## config.mk

```make
export PLATFORM = sky130hd
export DESIGN_NAME = period_synth
export DESIGN_NICKNAME = d
export VERILOG_FILES = /design/src/rtl/period_synth.sv
export SDC_FILE = /design/constraint.sdc
export NUM_CORES = 1
export LEC_CHECK = 0
export BUFFER_PORTS_ARGS = -buffer_cell sky130_fd_sc_hd__buf_2
export CAP_MARGIN = 40
export CORE_ASPECT_RATIO = 1.25
export CORE_MARGIN = 3
export CORE_UTILIZATION = 38
export CTS_CLUSTER_DIAMETER = 100
export DETAILED_ROUTE_END_ITERATION = 6
export PLACE_DENSITY = 0.61
export SLEW_MARGIN = 20
export SYNTH_ARGS = -nofsm -noshare
export SYNTH_HDL_FRONTEND = slang
export SYNTH_SLANG_ARGS = --single-unit
export TNS_END_PERCENT = 50
```

## constraint.sdc

```tcl
create_clock -name clock -period 6.64 [get_ports clock]
set_input_delay 0.664 -clock clock [delete_from_list [all_inputs] [get_ports clock]]
set_output_delay 0.664 -clock clock [all_outputs]
set_load 0.02 [all_outputs]
```

## src/rtl/period_synth.sv

```systemverilog
// -----------------------------------------------------------------------------
// period_synth
//
// Period-driven waveform generator for the autotune resynthesis path. Takes a
// period in clock cycles and emits one signed 16-bit sample per clock (square
// or sawtooth) whose cycle repeats at exactly that period. New periods go
// through a 17-clock serial divider that derives the sawtooth step
// (65536 / period), and by default are applied only at a cycle boundary so
// the output stays phase-continuous.
//
// Optional feature macro: IMMEDIATE_UPDATE_EN
//   defined   : a finished divider result is applied on the next clock,
//               restarting the cycle at sample 0.
//   undefined : the result is held pending and applied at the next boundary.
//
// Ports:
//   clock         in   system clock, rising edge
//   reset         in   asynchronous, active-high reset
//   period_in     in   requested period (unsigned cycles), qualified by
//                      period_valid
//   period_valid  in   single-cycle request strobe
//   mode          in   0 = square, 1 = sawtooth
//   wave_out      out  signed output sample
//   cycle_start   out  high while wave_out carries sample 0 of a cycle
//   period_active out  period of the cycle wave_out belongs to
//   busy          out  divider running; requests are dropped while high
// -----------------------------------------------------------------------------
module period_synth #(
  parameter int unsigned DEFAULT_PERIOD = 139,
  parameter int unsigned MIN_PERIOD     = 16,
  parameter int unsigned MAX_PERIOD     = 4096,
  parameter logic [15:0] AMPLITUDE      = 16'h4000
) (
  input  logic        clock,
  input  logic        reset,
  input  logic [15:0] period_in,
  input  logic        period_valid,
  input  logic        mode,
  output logic [15:0] wave_out,
  output logic        cycle_start,
  output logic [15:0] period_active,
  output logic        busy
);

  localparam logic [15:0] DEFAULT_P     = 16'(DEFAULT_PERIOD);
  localparam logic [15:0] DEFAULT_STEP  = 16'(65536 / DEFAULT_PERIOD);
  localparam logic [15:0] MIN_P         = 16'(MIN_PERIOD);
  localparam logic [15:0] MAX_P         = 16'(MAX_PERIOD);
  localparam logic [15:0] NEG_AMPLITUDE = ~AMPLITUDE + 16'd1;
  localparam logic [15:0] SAW_START     = 16'h8000;
  localparam int          DIV_BITS      = 17;
  localparam logic [4:0]  DIV_LAST      = 5'(DIV_BITS - 1);

  // Active generator state
  logic [15:0] r_period;
  logic [15:0] r_step;
  logic [15:0] r_ph;
  logic [15:0] r_acc;

  // Registered outputs
  logic [15:0] r_wave;
  logic        r_cs;
  logic [15:0] r_period_out;

  // Serial divider
  logic        r_busy;
  logic [4:0]  r_div_cnt;
  logic [15:0] r_div_divisor;
  logic [15:0] r_div_rem;
  logic [15:0] r_div_quot;

`ifndef IMMEDIATE_UPDATE_EN
  // Finished divider result waiting for the next cycle boundary
  logic [15:0] r_pend_period;
  logic [15:0] r_pend_step;
  logic        r_pend_valid;
`endif

  logic        w_last;
  logic [15:0] w_saw;
  logic [15:0] w_square;
  logic [15:0] w_clamped;
  logic        w_div_in_bit;
  logic [15:0] w_rem_shift;
  logic        w_rem_ge;
  logic [15:0] w_rem_next;
  logic [15:0] w_quot_next;

  assign w_last = (r_ph == r_period - 16'd1);

  // Sample for the current phase; the accumulator restarts at every sample 0
  // so the step can change at a boundary without a discontinuity mid-cycle.
  assign w_saw    = (r_ph == '0) ? SAW_START : r_acc + r_step;
  assign w_square = (r_ph < (r_period >> 1)) ? AMPLITUDE : NEG_AMPLITUDE;

  assign w_clamped = (period_in < MIN_P) ? MIN_P :
                     (period_in > MAX_P) ? MAX_P : period_in;

  // Dividend is 65536: only its top bit (fed on the first step) is set.
  // Remainder stays below the divisor (<= 4096), so the shifted value fits
  // in 16 bits. The 17th quotient bit is always 0 for divisors >= 16, so a
  // 16-bit shift register holding the low quotient bits is sufficient.
  assign w_div_in_bit = (r_div_cnt == '0);
  assign w_rem_shift  = (r_div_rem << 1) | {15'd0, w_div_in_bit};
  assign w_rem_ge     = (w_rem_shift >= r_div_divisor);
  assign w_rem_next   = w_rem_ge ? (w_rem_shift - r_div_divisor) : w_rem_shift;
  assign w_quot_next  = (r_div_quot << 1) | {15'd0, w_rem_ge};

  // NOTE: sequential state uses non-blocking assignments only, so every
  // register below sees the pre-edge values of the others regardless of
  // statement order; later assignments in the block win on conflict.
  always_ff @(posedge clock or posedge reset) begin
    if (reset) begin
      r_period      <= DEFAULT_P;
      r_step        <= DEFAULT_STEP;
      r_ph          <= '0;
      r_acc         <= '0;
      r_wave        <= '0;
      r_cs          <= 1'b0;
      r_period_out  <= DEFAULT_P;
      r_busy        <= 1'b0;
      r_div_cnt     <= '0;
      r_div_divisor <= '0;
      r_div_rem     <= '0;
      r_div_quot    <= '0;
`ifndef IMMEDIATE_UPDATE_EN
      r_pend_period <= '0;
      r_pend_step   <= '0;
      r_pend_valid  <= 1'b0;
`endif
    end else begin
      // Output sample for the current phase, tagged with its period
      r_wave       <= mode ? w_saw : w_square;
      r_cs         <= (r_ph == '0);
      r_period_out <= r_period;
      r_acc        <= w_saw;

      // Phase advance; a pending period takes over exactly at the wrap
      if (w_last) begin
        r_ph <= '0;
`ifndef IMMEDIATE_UPDATE_EN
        if (r_pend_valid) begin
          r_period     <= r_pend_period;
          r_step       <= r_pend_step;
          r_pend_valid <= 1'b0;
        end
`endif
      end else begin
        r_ph <= r_ph + 16'd1;
      end

      // Request intake and step divider
      if (r_busy) begin
        r_div_rem  <= w_rem_next;
        r_div_quot <= w_quot_next;
        r_div_cnt  <= r_div_cnt + 5'd1;
        if (r_div_cnt == DIV_LAST) begin
          r_busy <= 1'b0;
`ifdef IMMEDIATE_UPDATE_EN
          r_period <= r_div_divisor;
          r_step   <= w_quot_next;
          r_ph     <= '0;
`else
          // A result finishing on the wrap clock waits for the next wrap,
          // because the wrap above saw the old pending flag.
          r_pend_period <= r_div_divisor;
          r_pend_step   <= w_quot_next;
          r_pend_valid  <= 1'b1;
`endif
        end
      end else if (period_valid) begin
        r_busy        <= 1'b1;
        r_div_cnt     <= '0;
        r_div_divisor <= w_clamped;
        r_div_rem     <= '0;
        r_div_quot    <= '0;
`ifndef IMMEDIATE_UPDATE_EN
        // A newer request supersedes any result still waiting
        r_pend_valid  <= 1'b0;
`endif
      end
    end
  end

  assign wave_out      = r_wave;
  assign cycle_start   = r_cs;
  assign period_active = r_period_out;
  assign busy          = r_busy;

endmodule
```

==> flow_metrics.env, run 1 <==
export IMPL_post_route_period_util_pct=55.8
export IMPL_maxSlewHeadroom_pct=54.8
export IMPL_avgSynthCellArea_sq_um=10.9
export IMPL_drive_gt1_share_pct=19.8
export IMPL_cts_root_buf="clkbuf_16"
export IMPL_cts_setup_buffers=0
export IMPL_skew_ps=8.59
export IMPL_synthMuxAreaShare_pct=9.32
export IMPL_fmax_mhz=270
export IMPL_io_pins=54
export IMPL_post_cts_resized=0
export IMPL_die_area_sq_mm=0.0266
export IMPL_cts_max_level=4
export IMPL_slew_violations=0
export IMPL_num_fill_cells=2297
export IMPL_holdCritPathClass="primary input to async pin"
export IMPL_hold_buffers=0
export IMPL_num_vias=6408
export IMPL_max_cap_violations=0
export IMPL_synth_simple_area_share_pct=13.9
export IMPL_finalCriticalPeriod_ps=3700
export IMPL_arrival_ps=4020
export IMPL_first_iter_violations=296
export IMPL_wl_per_cell_um=15.4
export IMPL_layout_common_cells="dfrtp_1 (167), nor2_1 (66), nand2_1 (65)"
export IMPL_gp_congestion=0.878
export IMPL_cts_buffers=17
export IMPL_synth_fp_nets=933
export IMPL_die_h_um=182
export IMPL_netlist_top_cells_area="dfrtp_1 (45%), ha_1 (6.7%), mux2_4 (4.8%), dfstp_2 (4.2%), mux2_2 (4.1%)"
export IMPL_tightest_slew_ps=678
export IMPL_synth_compound_area_share_pct=11.5
export IMPL_finalHoldViolations=0
export IMPL_fin_ws_ps=2940
export IMPL_use_met3_pct=2.70
export IMPL_end_kind="flop"
export IMPL_status="finished clean"
export IMPL_core_sq_mm=0.0240
export IMPL_clock_path_buffers=2
export IMPL_synth_top_cell_by_area="dfrtp_1"
export IMPL_io_buffers=53
export IMPL_clkTransAtPathRegs_ps=70
export IMPL_startpoint_type="flop"
export IMPL_synthCells=861
export IMPL_layout_commonest_cell="dfrtp_1"
export IMPL_power_density_mw_per_mm2=341
export IMPL_register_area_sq_mm=0.00457
export IMPL_p_leak_nw=5.12
export IMPL_clock_sinks=182
export IMPL_syn_area_sq_mm=0.00938
export IMPL_final_setup_tns_ps=0
export IMPL_synth_xor_area_share_pct=5.04
export IMPL_synth_fa_ha_area_share_pct=7.10
export IMPL_synth_edff_count=0
export IMPL_grt_pass1_vias=6702
export IMPL_worstPathRequired_ps=6960
export IMPL_antenna_found_initial=0
export IMPL_rsz0062_at_grt="false"
export IMPL_crit_fanout=7
export IMPL_synth_top_family_by_area="simple AND/OR/NAND/NOR gates"
export IMPL_drcViolationCount=0
export IMPL_fin_nets=977
export IMPL_grt_overflow_total=0
export IMPL_dp_slack_ps=2970
export IMPL_grt_pass1_wl_um=33600
export IMPL_syn2layout_area_growth_pct=12.1
export IMPL_seq_area_frac_synth_pct=48.8
export IMPL_die_w_um=146
export IMPL_grt_use_total_pct=15.3
export IMPL_synth_top_area_share_pct=44.6
export IMPL_path_class="flop to flop"
export IMPL_antenna_left=0
export IMPL_start_util_pct=39.1
export IMPL_ir_worst_vdd_uv=173
export IMPL_cts_tree="built"
export IMPL_grt_start_max_net_pins=69
export IMPL_drt_total_wl_um=19100
export IMPL_ys_ff_latch=182
export IMPL_firstDrtPassIters=4
export IMPL_use_met1_pct=19.4
export IMPL_clock_latency_ps=440
export IMPL_busiest_layer="met2"
export IMPL_grt_use_met2_pct=26.0
export IMPL_setup_viol=0
export IMPL_multi_input_area_sq_mm=0.00439
export IMPL_async_flop_share_pct=100
export IMPL_routed_via_density=5.16
export IMPL_synth_cell_type_count=70
export IMPL_synth_ff_type="dfrtp_1"
export IMPL_r2r_slack_ps=2940
export IMPL_ys_warn_count=0
export IMPL_antenna_cells=0
export IMPL_dp_hpwl_um=13600
export IMPL_row_count=63
==> cells by family (layout without fill, tap and decap cells) <==
logic type	count (synthesis)	in the layout
AO/OA/AOI/OAI	155	155
AND/OR/NAND/NOR	261	261
buffers and inverters	89	146
flip-flops	182	182
adder cells (fa/ha/maj)	52	52
multiplexers	68	68
XOR/XNOR	54	54
==> per-layer routing <==
layer  vias up  routed length [um]
li1       3168                   -
met1      3118                8660
met2        92                9510
met3        30                 543
met4         0                 410
met5         -                   0
==> where the power goes <==
group	total, W	internal (W)	switching [W]
sequential	0.00145	0.00131	0.000145
combinational	0.00115	0.000515	0.000638
clock	0.000976	0.000548	0.000429
==> flip-flops by register name, summed over array words and instances (netlist names) <==
signal	flops
r_div_divisor	16
r_ph	16
r_acc	16
r_step	16
wave_out	16
r_pend_period	16
r_pend_step	16
period_active	16
r_period	16
r_div_quot	15
r_pend_valid	1
r_div_rem	15
busy	1
r_div_cnt	5
cycle_start	1
==> layout make-up <==
| type | count | area share [%] |
|---|---|---|
| timing repair buffer | 62 | 3.55 |
| multi-input combinational | 590 | 41.8 |
| sequential | 182 | 43.5 |
| clock inverter | 10 | 0.905 |
| tap | 325 | 3.87 |
| clock buffer | 22 | 4.51 |
| inverter | 52 | 1.90 |
==> final timing paths <==
kind,from,end,cells past startpoint
max,r_div_cnt[0]$_DFFE_PP0P_,r_div_rem[4]$_DFFE_PP0P_,13
min,reset,wave_out[1]$_DFF_PP0_,2
max reg2reg,r_div_cnt[0]$_DFFE_PP0P_,r_div_rem[4]$_DFFE_PP0P_,13
min reg2reg,r_period[1]$_DFFE_PP1P_,period_active[1]$_DFF_PP1_,0
max in group asynchronous,reset,period_active[7]$_DFF_PP1_,5
min in group clock,r_period[1]$_DFFE_PP1P_,period_active[1]$_DFF_PP1_,0
==> metrics by stage <==
| stage | instances | utilization, % | power, W | hold slack (ps) | area [sq um] |
|---|---|---|---|---|---|
| final | 1243 | 43.9 | 0.00358 | 267 | 10500 |
| after global routing | 1243 | 43.9 | 0.00383 | 302 | 10500 |
| after CTS | 1242 | 43.8 | 0.00362 | 266 | 10500 |
| after detailed placement | 1210 | 41.4 | 0.00263 | 402 | 9910 |
| after global placement | 1207 | 41.2 | 0.00259 | 404 | 9870 |
| after floorplan | 861 | - | 0.00234 | 349 | 9380 |
==> cell usage after synthesis, types with 4 or more instances <==
cell type / number
nand2b_1: 4
o311ai_0: 9
nor2b_1: 4
inv_1: 52
ha_1: 50
nand2_1: 65
mux2_4: 30
and2_1: 10
a22o_1: 11
buf_6: 4
mux2i_1: 4
nor3_1: 16
mux2_2: 34
and3_1: 12
a221o_1: 6
a21oi_1: 22
nand4_1: 11
nor4_1: 12
xor2_1: 19
o21a_1: 6
clkbuf_1: 24
a21o_1: 15
nand3_1: 31
o21ai_0: 38
nor2_1: 66
or4_1: 7
a211oi_1: 8
xnor2_1: 35
or3_1: 4
dfrtp_1: 167
a31oi_1: 7
dfstp_2: 15
==> critical path, stage by stage, from the launching register on <==
cell and delay [ps]:
dfrtp_1 430, inv_1 70, ha_1 150, nand3b_1 150, ha_1 240, fa_1 400
nor2b_1 170, o31a_1 180, o21ai_1 210, a221o_1 380, a21oi_1 540, buf_4 270
nor2_1 70, a221o_1 320
Note: power is estimated with default switching activity, not from simulation.
==> inputs of run 2 (changes only) <==
--- a/config.mk
+++ b/config.mk
@@ -12,7 +12,7 @@
 export CORE_UTILIZATION = 38
 export CTS_CLUSTER_DIAMETER = 100
 export DETAILED_ROUTE_END_ITERATION = 6
-export PLACE_DENSITY = 0.61
+export PLACE_DENSITY = 0.63
 export SLEW_MARGIN = 20
 export SYNTH_ARGS = -nofsm -noshare
 export SYNTH_HDL_FRONTEND = slang
==> constraint.sdc (replaced) <==
create_clock -name clock -period 3 [get_ports clock]
set_input_delay 0.3 -clock clock [delete_from_list [all_inputs] [get_ports clock]]
set_output_delay 0.3 -clock clock [all_outputs]
set_load 0.02 [all_outputs]
==> flow_metrics.env, run 2 (same netlist as run 1, synthesis figures left out) <==
export IMPL_power_total_w=0.00838
export IMPL_clock_sinks=182
export IMPL_r2r_start="r_div_cnt[1]$_DFFE_PP0P_"
export IMPL_first_iter_violations=335
export IMPL_skew_ps=8.71
export IMPL_finalCriticalPeriod_ps=2920
export IMPL_crit_slowest_cell="a221o_1"
export IMPL_finalHoldViolations=0
export IMPL_fin_nets=1011
export IMPL_die_area_sq_mm=0.0266
export IMPL_firstDrtPassIters=5
export IMPL_gp_congestion=0.866
export IMPL_grt_use_total_pct=15.4
export IMPL_layout_common_cells="dfrtp_1 (167), nor2_1 (66), nand2_1 (65)"
export IMPL_startpoint_type="flop"
export IMPL_cts_max_level=4
export IMPL_grt_pass1_vias=6642
export IMPL_arrival_ps=3290
export IMPL_path_class="flop to flop"
export IMPL_die_h_um=182
export IMPL_syn2layout_area_growth_pct=15.8
export IMPL_ir_worst_vdd_uv=351
export IMPL_cts_root_buf="clkbuf_16"
export IMPL_routed_via_density=5.16
export IMPL_utilization_pct=45.3
export IMPL_worstPathRequired_ps=3370
export IMPL_post_route_period_util_pct=97.4
export IMPL_slew_violations=0
export IMPL_drt_total_wl_um=19700
export IMPL_fmax_mhz=342
export IMPL_antenna_cells=0
export IMPL_crit_fanout=8
export IMPL_status="finished clean"
export IMPL_wl_per_cell_um=15.5
export IMPL_grt_pass1_wl_um=33800
export IMPL_rsz0062_at_grt="true"
export IMPL_cp_cell_sequence="inv_2, ha_2, nand3b_1, ha_2, fa_2, nor2b_2, o31a_1, o21ai_1, a221o_1, a21o_4, a2111oi_1, a221o_1"
export IMPL_tightest_slew_ps=733
export IMPL_grt_start_max_net_pins=50
export IMPL_num_vias=6592
export IMPL_clock_latency_ps=430
export IMPL_critical_path_startpoint="r_div_cnt[1]$_DFFE_PP0P_"
export IMPL_hold_start="period_in[1]"
export IMPL_layout_commonest_cell="dfrtp_1"
export IMPL_setup_viol=0
export IMPL_cts_buffers=17
export IMPL_cts_tree="built"
export IMPL_core_sq_mm=0.0240
export IMPL_clkTransAtPathRegs_ps=70
export IMPL_max_cap_violations=0
export IMPL_row_count=63
export IMPL_p_leak_nw=5.30
export IMPL_holdCritPathClass="primary input to flop"
export IMPL_antenna_found_initial=0
export IMPL_grt_overflow_total=0
export IMPL_power_density_mw_per_mm2=772
export IMPL_clock_path_buffers=2
export IMPL_start_util_pct=39.1
export IMPL_drcViolationCount=0
export IMPL_maxSlewHeadroom_pct=51.1
export IMPL_hold_ws_ps=99.4
export IMPL_end_kind="flop"
export IMPL_slowest_delay_ps=410
export IMPL_drive_gt1_share_pct=23.7
export IMPL_io_pins=54
export IMPL_dp_hpwl_um=14400
export IMPL_io_buffers=53
export IMPL_die_w_um=146
export IMPL_antenna_left=0
run 2: metal layers:
layer / share of wire [%] / global-route usage [%] / up-vias
li1: - / - / 3239
met3: 2.8 / 2.27 / 33
met4: 2.7 / 5.87 / 0
met1: 45 / 19.4 / 3219
met5: 0 / 0 / -
met2: 49 / 26.8 / 101
run 2: repair_timing:
action                                  in CTS  in global routing
hold buffers                                 1                  0
hold endpoints to repair                     5                  0
buffers inserted                             0                  3
resized for setup                            0                 16
endpoints found under the setup margin       0                 35
run 2: worst max-delay path: cells and delay by family, from the launching register on:
kind,cells,cell delay (ps)
AND/OR/NAND/NOR,2,250
adder cells (fa/ha/maj),3,710
buffers and inverters,1,70
flip-flops,1,390
AO/OA/AOI/OAI,6,1440
run 2: path summary, 6_finish.rpt:
path | endpoint | slack (ps) | cells past startpoint
worst min-delay path | r_div_divisor[1]$_DFFE_PP0P_ | 100 | 2
worst max-delay path | r_div_rem[4]$_DFFE_PP0P_ | 80 | 12
min in group asynchronous | r_div_divisor[8]$_DFFE_PP0P_ | 340 | 3
max in group asynchronous | r_step[6]$_DFFE_PP1P_ | 1860 | 5
worst min register to register | period_active[1]$_DFF_PP1_ | 420 | 0
worst max register to register | r_div_rem[4]$_DFFE_PP0P_ | 80 | 12
run 2: power by group:
group          internal, W  switching [W]
sequential         0.00289       0.000336
combinational      0.00137        0.00151
clock              0.00128        0.00100
total              0.00554        0.00285
run 2: through the flow:
step,TNS (ps),std cells,setup slack (ps),instance area [sq um]
floorplan,0,861,90.6,9380
global placement,0,1239,142,10200
detailed placement,0,1240,49.7,10200
CTS,0,1273,16.1,10800
global route,-897,1277,-92.8,10900
finish,0,1277,78.9,10900
run 2: area by class of cell:
cell class | instances | area (sq um)
Tap cell | 325 | 407
Timing Repair Buffer | 96 | 657
Fill cell | 2239 | 13100
Inverter | 52 | 199
Clock buffer | 19 | 443
Sequential cell | 182 | 4570
Multi-Input combinational cell | 590 | 4420
Clock inverter | 13 | 158
